## src/rtl/oled_refresh_scheduler.sv

```systemverilog
// oled_refresh_scheduler
// Arbitrates two digit sources (meas, msg) in front of the OLED data streamer.
// Each source has a one-deep "latest wins" slot. Frame starts are spaced by at
// least MIN_PERIOD_CYCLES. One refresh strobe is issued per frame. A watchdog
// aborts a frame if the streamer handshake stalls.
//
// Ports:
//   clk_in, reset_n_in        clock, async active-low reset
//   meas_digits_in/valid_in   measurement digits + 1-cycle load strobe
//   msg_digits_in/valid_in    message digits + 1-cycle load strobe
//   msg_hold_in               level: meas is held back while high
//   digits_out                frame digits, updated only on grant
//   refresh_stb_out           1-cycle frame start pulse to the streamer
//   streamer_ready_in         streamer idle/ready
//   busy_out                  frame in flight
//   timeout_out               sticky watchdog flag
//   overrun_cnt_out           saturating count of overwritten pending meas
//
// Build option: SCHED_BLANK_LEADING_ZEROS_EN replaces leading zero digits of a
// meas frame with 4'hF (blank code); the LSD is always shown.
module oled_refresh_scheduler #(
  parameter int DIGITS_NUM        = 6,
  parameter int MIN_PERIOD_CYCLES = 120000,
  parameter int TIMEOUT_CYCLES    = 1000000
) (
  input  logic                    clk_in,
  input  logic                    reset_n_in,
  input  logic [4*DIGITS_NUM-1:0] meas_digits_in,
  input  logic                    meas_valid_in,
  input  logic [4*DIGITS_NUM-1:0] msg_digits_in,
  input  logic                    msg_valid_in,
  input  logic                    msg_hold_in,
  output logic [4*DIGITS_NUM-1:0] digits_out,
  output logic                    refresh_stb_out,
  input  logic                    streamer_ready_in,
  output logic                    busy_out,
  output logic                    timeout_out,
  output logic [7:0]              overrun_cnt_out
);

  localparam int DW = 4 * DIGITS_NUM;
  localparam int PW = $clog2(MIN_PERIOD_CYCLES);
  localparam int WW = $clog2(TIMEOUT_CYCLES);
  localparam logic [PW-1:0] PLOAD = PW'(MIN_PERIOD_CYCLES - 1);
  localparam logic [WW-1:0] WLAST = WW'(TIMEOUT_CYCLES - 1);

  typedef enum logic [1:0] {IDLE, ISSUE, WAIT_BUSY, WAIT_DONE} state_t;

  state_t        state_q, state_d;
  logic [DW-1:0] meas_data, msg_data, win_data;
  logic          meas_pend, msg_pend;
  logic [PW-1:0] period_q;
  logic [WW-1:0] wd_q;
  logic          grant, grant_msg, grant_meas, wd_fire;

`ifdef SCHED_BLANK_LEADING_ZEROS_EN
  // Walk from the MSD down; stop at the first non-zero digit. Digit 0 excluded.
  function automatic logic [DW-1:0] blank_lz(input logic [DW-1:0] d);
    logic [DW-1:0] r;
    logic          lead;
    r    = d;
    lead = 1'b1;
    for (int i = DIGITS_NUM - 1; i >= 1; i--) begin
      if (lead && d[4*i +: 4] == 4'h0) r[4*i +: 4] = 4'hF;
      else                             lead = 1'b0;
    end
    return r;
  endfunction
`endif

  always_comb begin
    grant      = (state_q == IDLE) && streamer_ready_in && (period_q == '0) &&
                 (msg_pend || (meas_pend && !msg_hold_in));
    grant_msg  = grant && msg_pend;
    grant_meas = grant && !msg_pend;
`ifdef SCHED_BLANK_LEADING_ZEROS_EN
    win_data   = grant_msg ? msg_data : blank_lz(meas_data);
`else
    win_data   = grant_msg ? msg_data : meas_data;
`endif
    // Abort only if the awaited edge has not arrived in the last allowed cycle.
    wd_fire    = (wd_q == WLAST) &&
                 (((state_q == WAIT_BUSY) && streamer_ready_in) ||
                  ((state_q == WAIT_DONE) && !streamer_ready_in));
  end

  always_comb begin
    state_d = state_q;
    case (state_q)
      IDLE:      if (grant) state_d = ISSUE;
      ISSUE:     state_d = WAIT_BUSY;
      WAIT_BUSY: if (wd_fire) state_d = IDLE;
                 else if (!streamer_ready_in) state_d = WAIT_DONE;
      WAIT_DONE: if (wd_fire) state_d = IDLE;
                 else if (streamer_ready_in) state_d = IDLE;
      default:   state_d = IDLE;
    endcase
  end

  always_ff @(posedge clk_in or negedge reset_n_in) begin
    if (!reset_n_in) state_q <= IDLE;
    else             state_q <= state_d;
  end

  always_ff @(posedge clk_in or negedge reset_n_in) begin
    if (!reset_n_in) begin
      meas_data       <= '0;
      msg_data        <= '0;
      meas_pend       <= 1'b0;
      msg_pend        <= 1'b0;
      period_q        <= '0;
      wd_q            <= '0;
      digits_out      <= '0;
      refresh_stb_out <= 1'b0;
      busy_out        <= 1'b0;
      timeout_out     <= 1'b0;
      overrun_cnt_out <= '0;
    end else begin
      // A valid in the grant cycle re-arms the slot for the next frame.
      if (meas_valid_in) begin
        meas_data <= meas_digits_in;
        meas_pend <= 1'b1;
      end else if (grant_meas) begin
        meas_pend <= 1'b0;
      end
      if (msg_valid_in) begin
        msg_data <= msg_digits_in;
        msg_pend <= 1'b1;
      end else if (grant_msg) begin
        msg_pend <= 1'b0;
      end

      if (meas_valid_in && meas_pend && !grant_meas && overrun_cnt_out != 8'hFF)
        overrun_cnt_out <= overrun_cnt_out + 8'd1;

      // Counter reads MIN-1 during the strobe cycle, so the next strobe can
      // land exactly MIN_PERIOD_CYCLES after this one.
      if (grant)                 period_q <= PLOAD;
      else if (period_q != '0)   period_q <= period_q - 1'b1;

      if (state_q == ISSUE)                                      wd_q <= '0;
      else if (state_q == WAIT_BUSY || state_q == WAIT_DONE)     wd_q <= wd_q + 1'b1;

      if (grant)   digits_out  <= win_data;
      if (wd_fire) timeout_out <= 1'b1;

      refresh_stb_out <= grant;
      busy_out        <= (state_d != IDLE);
    end
  end

endmodule

```

## config.mk

```make
export PLATFORM = sky130hd
export DESIGN_NAME = oled_refresh_scheduler
export DESIGN_NICKNAME = d
export VERILOG_FILES = /design/src/rtl/oled_refresh_scheduler.sv
export SDC_FILE = /design/constraint.sdc
export NUM_CORES = 1
export LEC_CHECK = 0
export CORE_MARGIN = 1
export CORE_UTILIZATION = 30
export DETAILED_ROUTE_END_ITERATION = 8
export PLACE_DENSITY_LB_ADDON = 0.15
export SLEW_MARGIN = 10
export SYNTH_ARGS = -nofsm -noshare
export SYNTH_HDL_FRONTEND = slang
export SYNTH_SLANG_ARGS = --single-unit
export TNS_END_PERCENT = 1
```

## constraint.sdc

```tcl
create_clock -name clk_in -period 5.6 [get_ports clk_in]
set_input_delay 0.56 -clock clk_in [delete_from_list [all_inputs] [get_ports clk_in]]
set_output_delay 0.56 -clock clk_in [all_outputs]
set_load 0.005 [all_outputs]
```

==> impl_metrics.json, run 1 <==
{
  "cts_hold_buffers": 0,
  "slowest_stage": "or4b_4",
  "power_switching_mw": 0.5826,
  "final_cell_mix": "dfrtp_1 (124), clkdlybuf4s50_1 (87), mux2_2 (50), o21ai_0 (30), nand2b_1 (28)",
  "clk_pin_slew_ns": 0.05,
  "start_kind": "flop",
  "core_mm2": 0.01790,
  "area_delta_synth_final_pct": 30.14,
  "fin_tns_setup_ns": 0,
  "setup_viol": 0,
  "post-cts-setup-buffers": 0,
  "io_buffer_count": 88,
  "max_slew.worst_pin.slew_ns": 0.9754,
  "drtPass1Iterations": 5,
  "yosys.area.top_type": "dfrtp_1",
  "path_cells": "inv_1 > ha_1 > or4b_1 > or4b_4 > nor2_4 > a22oi_1 > o21ai_0",
  "leakage_nw": 2.833,
  "power_density_mw_per_mm2": 337.6,
  "syn_nets": 521,
  "die_x_um": 137.0,
  "min_period_over_period_pct": 50.47,
  "synth_edf_count": 0,
  "cp_max_fo": 24,
  "ir_worst_vdd_uv": 214.9,
  "layout.nets": 609,
  "ys_top_cells_by_area": "dfrtp_1 (57%), mux2_2 (10%), a22oi_1 (3.3%)",
  "postLayoutCoreUtil_pct": 39.75,
  "initial_core_util_pct": 30.54,
  "swShare_pct": 24.25,
  "p_int_mw": 1.820,
  "post_cts_resized": 0,
  "drv_cap": 0,
  "crit_type": "reg -> reg",
  "cts_buffer_depth": 2,
  "grt_max_degree": 74,
  "num_rows": 49,
  "detail_route.wirelength_mm": 12.62,
  "outcome": "completed",
  "rsz0062_at_grt": "false",
  "grt_pass1_vias": 3973,
  "post_drt_wl_per_cell_um": 15.94,
  "grt_pass1_wl_mm": 20.73,
  "ys.flop_type": "dfrtp_1",
  "vias": 3919,
  "hold_path_class": "in -> async",
  "antenna_left": 0,
  "drc": 0,
  "antenna_cells": 0,
  "track_usage_pct": 14.67,
  "slew_headroom_pct": 34.97,
  "worst-endpoint-required_ns": 5.93,
  "crit_arrival_ns": 3.16,
  "hold_viol_final": 0,
  "fmax_ghz": 0.3538,
  "worst_clock_skew_ns": 0.008163,
  "ys_types": 51,
  "seq_power_share_pct": 44.2,
  "cts_tree": "yes",
  "layout_commonest_cell": "dfrtp_1",
  "pwr-share-clk_pct": 43.5,
  "antenna_found_initial": 0,
  "ys_ff_latch": 124,
  "avgSynthCellArea_um2": 11.81,
  "clk_latency_ns": 0.42,
  "vias_per_cell": 4.948,
  "end_kind": "flop",
  "gp_congestion": 0.7612,
  "nFillCells": 1725,
  "initialDrtViolationCount": 220,
  "netlist.area_leader.share_pct": 56.75,
  "ys_async_sr_fraction_pct": 100.0,
  "cts-buffers-inserted": 17,
  "pwr-share-comb_pct": 12.3,
  "yosys_warnings": 0,
  "die_height_um": 137.0,
  "slowest_delay_ns": 0.64,
  "drive_above_1_share_pct": 15.81,
  "die_area_mm2": 0.01877,
  "overflow": 0,
  "io_pins": 89,
  "drv_slew": 0,
  "multiInputGateArea_mm2": 0.002237,
  "synth_cells": 463,
  "cts_root_buf": "clkbuf_16",
  "seqCellArea_mm2": 0.003103,
  "clock_sinks": 124,
  "netlist_area_mm2": 0.005468,
  "hpwlAfterDp_mm": 8.074,
  "seq_area_frac_synth_pct": 56.75,
  "finalCriticalPeriod_ns": 2.827,
  "cts-htree-levels": 4
}
[cell type report]
| class | count | area share, % |
|---|---|---|
| multi-input combinational | 312 | 31.44 |
| tap | 229 | 4.027 |
| inverter | 4 | 0.2110 |
| clock buffer | 25 | 7.104 |
| sequential | 124 | 43.61 |
| clock inverter | 6 | 0.8440 |
| timing repair buffer | 92 | 12.77 |
[metrics by stage]
step | area (µm²) | cells | worst slack (ns) | power, mW | hold WS [ns]
2_1_floorplan | 5468 | 463 | 3.368 | 1.220 | 0.2644
3_3_place_gp | 6550 | 761 | 2.872 | 1.367 | 0.4629
3_5_place_dp | 6550 | 761 | 2.740 | 1.376 | 0.4673
4_1_cts | 7116 | 792 | 2.762 | 2.436 | 0.2100
5_1_grt | 7116 | 792 | 2.575 | 2.517 | 0.2448
6_report | 7116 | 792 | 2.773 | 2.402 | 0.1900
[sequential cells by signal (all words and copies together) (netlist names)]
register	count
digits_out	24
meas_data	24
msg_data	24
wd_q	20
period_q	17
overrun_cnt_out	8
state_q	2
busy_out	1
meas_pend	1
msg_pend	1
refresh_stb_out	1
timeout_out	1
[synthesized netlist by cell type (2+ instances only)]
| master | count |
|---|---|
| dfrtp_1 | 124 |
| mux2_2 | 50 |
| o21ai_0 | 30 |
| nand2b_1 | 28 |
| nand2_1 | 26 |
| a22oi_1 | 24 |
| nand3_1 | 20 |
| nor2_1 | 19 |
| clkbuf_1 | 14 |
| xnor2_1 | 12 |
| nand4_1 | 10 |
| o211ai_1 | 8 |
| mux2i_1 | 7 |
| nor3_1 | 7 |
| nor4_1 | 6 |
| o31ai_1 | 6 |
| or4_1 | 5 |
| a21o_1 | 4 |
| and3_1 | 4 |
| ha_1 | 4 |
| inv_1 | 4 |
| nor2b_1 | 4 |
| xor2_1 | 4 |
| a21oi_1 | 3 |
| a22o_1 | 3 |
| buf_1 | 3 |
| buf_2 | 3 |
| buf_6 | 3 |
| o21ai_1 | 3 |
| or3_1 | 3 |
| nor4b_1 | 2 |
[critical path, delay by kind of cell, from the launching register on]
family,cells,cell delay [ns]
adder cells (fa/ha/maj),1,0.15
AND/OR/NAND/NOR,3,1.81
flip-flops,1,0.41
buffers and inverters,1,0.10
AO/OA/AOI/OAI,2,0.27
[cells by family (layout without fill, tap and decap cells)]
kind of cell	Yosys count	after routing	share of synthesized area [%]
xor+xnor	16	16	2.563
buf+inv	27	127	2.334
fa+ha+maj	4	4	0.9154
compound gates	90	90	10.92
mux	57	57	11.58
flops	124	124	56.75
simple gates	145	145	14.94
[layer usage]
metal,track usage (%),up-vias,wire length (µm)
met3,4.852,14,699
li1,-,1859,-
met2,22.17,92,5769
met1,19.20,1954,5987
met5,0,-,0
met4,5.983,0,166
[final timing paths]
check,start,cells past startpoint,slack (ns),to
max in group asynchronous,reset_n_in,2,4.04,meas_data[6]
setup / recovery,period_q[0],7,2.77,digits_out[23]
hold reg to reg,wd_q[18],1,0.48,wd_q[18]
setup reg to reg,period_q[0],7,2.77,digits_out[23]
hold / removal,reset_n_in,1,0.19,period_q[14]
min in group clk_in,wd_q[18],1,0.48,wd_q[18]
[power groups by stage]
stage	sequential [mW]	combinational [mW]	clock (mW)
finish	1.06	0.295	1.05
floorplan	1.06	0.163	0
global placement	1.07	0.293	0
detailed placement	1.08	0.298	0
CTS	1.06	0.299	1.07
global route	1.08	0.326	1.12
(Power assumes the default switching activity.)
==> run 2: changes to the inputs <==
clock period = 2.5 ns   (was 5.6 ns; I/O delays follow)
==> impl_metrics.json, run 2 (same netlist as run 1, synthesis figures left out) <==
{
  "drv_cap": 0,
  "crit_arrival_ns": 2.67,
  "hpwlAfterDp_mm": 8.493,
  "startpoint": "period_q[0]",
  "final_cell_mix": "dfrtp_1 (124), clkdlybuf4s50_1 (87), mux2_2 (50), o21ai_0 (30), nand2b_1 (28)",
  "track_usage_pct": 15.12,
  "drive_above_1_share_pct": 17.60,
  "antenna_left": 0,
  "regToRegSetupSlack_ns": 0.16,
  "largestRegisters": "digits_out (24), meas_data (24), msg_data (24)",
  "slew_headroom_pct": 51.54,
  "post_drt_wl_per_cell_um": 16.06,
  "seq_power_share_pct": 43.6,
  "reg2reg_depth": 8,
  "clk_pin_slew_ns": 0.06,
  "worst_clock_skew_ns": 0.007771,
  "cp_max_fo": 15,
  "clk_latency_ns": 0.41,
  "layout_commonest_cell": "dfrtp_1",
  "clock_sinks": 124,
  "io_buffer_count": 88,
  "finalCriticalPeriod_ns": 2.342,
  "hold_viol_final": 0,
  "cts-htree-levels": 4,
  "io_pins": 89,
  "cts-buffers-inserted": 17,
  "postLayoutCoreUtil_pct": 40.40,
  "r2r-start": "period_q[0]",
  "end_kind": "flop",
  "p_int_mw": 4.094,
  "r2r-end": "digits_out[10]",
  "detail_route.wirelength_mm": 12.90,
  "grt_max_degree": 63,
  "instances_no_fill": 803,
  "num_rows": 49,
  "setup_viol": 0,
  "die_height_um": 137.0,
  "overflow": 0,
  "vias_per_cell": 4.963,
  "crit_type": "reg -> reg",
  "rsz0062_at_grt": "true",
  "pwr-share-comb_pct": 12.3,
  "power_density_mw_per_mm2": 757.6,
  "area_delta_synth_final_pct": 32.27,
  "core_mm2": 0.01790,
  "layout.nets": 619,
  "min_period_over_period_pct": 93.67,
  "antenna_cells": 0,
  "power_switching_mw": 1.385,
  "initialDrtViolationCount": 248,
  "grt_pass1_wl_mm": 21.31,
  "start_kind": "flop",
  "cts_buffer_depth": 2,
  "fmax_ghz": 0.4270,
  "die_area_mm2": 0.01877,
  "cts_root_buf": "clkbuf_16",
  "initial_core_util_pct": 30.54,
  "hold_path_class": "in -> async",
  "fin_tns_setup_ns": 0,
  "outcome": "completed",
  "drv_slew": 0,
  "ir_worst_vdd_uv": 476.3,
  "cp-endpoint": "digits_out[10]",
  "drtPass1Iterations": 4,
  "gp_congestion": 0.7718,
  "grt_pass1_vias": 4070,
  "worst-endpoint-required_ns": 2.83,
  "swShare_pct": 25.28,
  "drc": 0,
  "vias": 3985,
  "die_x_um": 137.0,
  "max_slew.worst_pin.slew_ns": 0.7236,
  "cts_tree": "yes",
  "leakage_nw": 2.879,
  "antenna_found_initial": 0,
  "pwr-share-clk_pct": 44.2,
  "dp.cells": 770,
  "post-cts-setup-buffers": 0
}
run 2: repair_timing:
action | in CTS | in global routing
resized for setup | 0 | 2
hold endpoints to repair | 36 | 0
setup endpoints to repair | 0 | 16
hold buffers | 1 | 0
run 2: power by group through the flow:
stage	clock [mW]	sequential, mW	combinational [mW]
2_1_floorplan	0	2.37	0.366
3_3_place_gp	0	2.41	0.676
3_5_place_dp	0	2.42	0.683
4_1_cts	2.49	2.38	0.689
5_1_grt	2.60	2.41	0.740
6_report	2.42	2.39	0.672
run 2: through the flow:
stage | power, mW | hold WS, ns | setup WS, ns | instance area [µm²]
after floorplan | 2.734 | -0.04559 | 0.2678 | 5468
after global placement | 3.089 | 0.2678 | 0.1774 | 6630
after detailed placement | 3.102 | 0.2715 | 0.1294 | 6630
after CTS | 5.559 | 0.3748 | 0.1268 | 7224
after global routing | 5.757 | 0.4010 | -0.01609 | 7232
final | 5.479 | 0.3608 | 0.1582 | 7232
run 2: how the worst min path moves through the flow:
stage	start	end	slack [ns]	cells after the start
after global routing	reset_n_in	overrun_cnt_out[6]	0.40	2
after global placement	reset_n_in	refresh_stb_out	0.27	1
after detailed placement	reset_n_in	refresh_stb_out	0.27	1
after floorplan	reset_n_in	busy_out	-0.05	0
after CTS	reset_n_in	wd_q[8]	0.37	2
final	reset_n_in	overrun_cnt_out[6]	0.36	2
run 2: worst max-delay path, stage by stage, from the launching register on:
cell,delay [ns]
dfrtp_1,0.41
inv_1,0.09
ha_1,0.15
or4b_1,0.46
or4b_4,0.61
nor2_4,0.17
buf_6,0.20
a22oi_1,0.08
o21ai_0,0.09
run 2: routing by layer:
layer,vias up,track usage (%),part of all wire (%)
met4,0,4.457,0.77
li1,1883,-,-
met3,9,6.222,6.0
met1,2008,19.61,47
met2,85,22.92,46
met5,-,0,0
run 2: area by class of cell:
type                    instances  area [µm²]
clock buffers                  19       442.9
clock inverters                13       141.4
fillers                      1721       10670
inverters                       4       15.01
multi-input cells             312        2237
flip-flops and latches        124        3103
well taps                     229       286.5
repair buffers                102        1006
==> run 3: changes to the inputs <==
REMOVE_ABC_BUFFERS = 1   (was default)
==> impl_metrics.json, run 3 (same netlist as run 1, synthesis figures left out) <==
{
  "outcome": "completed",
  "final_cell_mix": "dfrtp_1 (124), clkdlybuf4s50_1 (87), mux2_2 (50), o21ai_0 (30), nand2b_1 (28)",
  "fmax_ghz": 0.4301,
  "nFillCells": 1740,
  "cts-htree-levels": 4,
  "hold_viol_final": 0,
  "worst-endpoint-required_ns": 2.80,
  "io_buffer_count": 88,
  "die_area_mm2": 0.01877,
  "io_pins": 89,
  "setup_viol": 0,
  "largestRegisters": "digits_out (24), meas_data (24), msg_data (24)",
  "slew_headroom_pct": 51.92,
  "overflow": 0,
  "clk_latency_ns": 0.41,
  "clock_sinks": 124,
  "worst_clock_skew_ns": 0.005739,
  "max_slew.worst_pin.slew_ns": 0.7178,
  "r2r-end": "period_q[7]",
  "slowest_stage": "or4b_4",
  "crit_type": "reg -> reg",
  "layout_commonest_cell": "dfrtp_1",
  "cts_tree": "yes",
  "area_delta_synth_final_pct": 32.84,
  "postLayoutCoreUtil_pct": 40.57,
  "grt_pass1_vias": 4105,
  "path_cells": "inv_1 > ha_1 > or4b_1 > or4b_4 > buf_4 > nand2b_1 > a21oi_1 > a21o_1",
  "cts-buffers-inserted": 17,
  "hold_path_class": "in -> async",
  "track_usage_pct": 15.38,
  "reg2reg_depth": 8,
  "num_rows": 49,
  "antenna_cells": 0,
  "seqCellArea_mm2": 0.003103,
  "ir_worst_vdd_uv": 478.3,
  "cp_max_fo": 12,
  "vias": 3988,
  "drtPass1Iterations": 4,
  "grt_max_degree": 57,
  "rsz0062_at_grt": "false",
  "start_kind": "flop",
  "layout.nets": 625,
  "post_drt_wl_per_cell_um": 16.17,
  "drc": 0,
  "multiInputGateArea_mm2": 0.002237,
  "finalCriticalPeriod_ns": 2.325,
  "cts_root_buf": "clkbuf_16",
  "crit_arrival_ns": 2.63,
  "die_height_um": 137.0,
  "regToRegSetupSlack_ns": 0.17,
  "end_kind": "flop",
  "clk_pin_slew_ns": 0.06,
  "antenna_found_initial": 0,
  "r2r-start": "period_q[0]",
  "detail_route.wirelength_mm": 13.08,
  "initialDrtViolationCount": 199,
  "grt_pass1_wl_mm": 21.60,
  "drive_above_1_share_pct": 18.28,
  "final_cell_area_mm2": 0.007263,
  "placed_area_mm2": 0.006688,
  "drv_slew": 0,
  "initial_core_util_pct": 30.54,
  "cts_buffer_depth": 2,
  "drv_cap": 0,
  "leakage_nw": 2.903,
  "die_x_um": 137.0,
  "core_mm2": 0.01790,
  "slowest_delay_ns": 0.52,
  "vias_per_cell": 4.930,
  "antenna_left": 0,
  "gp_congestion": 0.7813,
  "power_density_mw_per_mm2": 742.7,
  "hpwlAfterDp_mm": 8.686,
  "min_period_over_period_pct": 93.01
}
==> run 3: final cells by class <==
cell class	count	share of cell area (%)
clock buffer	22	6.529
clock inverter	10	1.258
inverter	4	0.2067
multi-input combinational	312	30.80
sequential	124	42.72
tap	229	3.945
timing repair buffer	108	14.54
==> run 3: repair_timing <==
| action | 4_1_cts | 5_1_grt |
|---|---|---|
| hold buffers | 1 | 0 |
| resized for setup | 0 | 0 |
| setup buffers | 0 | 0 |
| hold endpoints to repair | 38 | 0 |
==> run 3: how the worst max path moves through the flow <==
stage                start            end  slack (ns)  depth (start not counted)
2_1_floorplan  period_q[9]  digits_out[0]       -0.42                          5
3_3_place_gp   period_q[0]    period_q[7]        0.22                          8
3_5_place_dp   period_q[0]    period_q[7]        0.19                          8
4_1_cts        period_q[0]    period_q[7]        0.18                          8
5_1_grt        period_q[0]  digits_out[8]       0.003                          8
6_report       period_q[0]    period_q[7]        0.17                          8
==> run 3: metrics by stage <==
stage	std cells	worst slack (ns)	hold WS, ns	power [mW]	TNS (ns)
after floorplan	440	-0.4187	-0.04559	2.713	-10.76
after global placement	776	0.2228	0.2872	3.099	0
after detailed placement	776	0.1902	0.2871	3.112	0
after CTS	809	0.1837	0.3804	5.495	0
after global routing	809	0.002950	0.4270	5.694	0
final	809	0.1747	0.3684	5.394	0
==> run 3: power breakdown <==
group          switching [mW]  total (mW)  leakage, nW  internal (mW)
Sequential              0.189        2.39         1.54           2.20
Combinational           0.273       0.679         1.10          0.406
Clock                   0.888        2.33        0.264           1.44
==> run 3: per-layer routing <==
layer | wire, µm | up-vias | GRT usage [%]
li1 | - | 1901 | -
met1 | 6070 | 1993 | 19.79
met2 | 6087 | 82 | 23.68
met3 | 786 | 12 | 6.000
met4 | 139 | 0 | 4.701
met5 | 0 | - | 0
==> run 3: worst max-delay path, delay by kind of cell, from the launching register on <==
kind,cells,cell delay [ns]
AO/OA/AOI/OAI,2,0.25
flip-flops,1,0.41
adder cells (fa/ha/maj),1,0.15
buffers and inverters,2,0.29
AND/OR/NAND/NOR,3,1.12
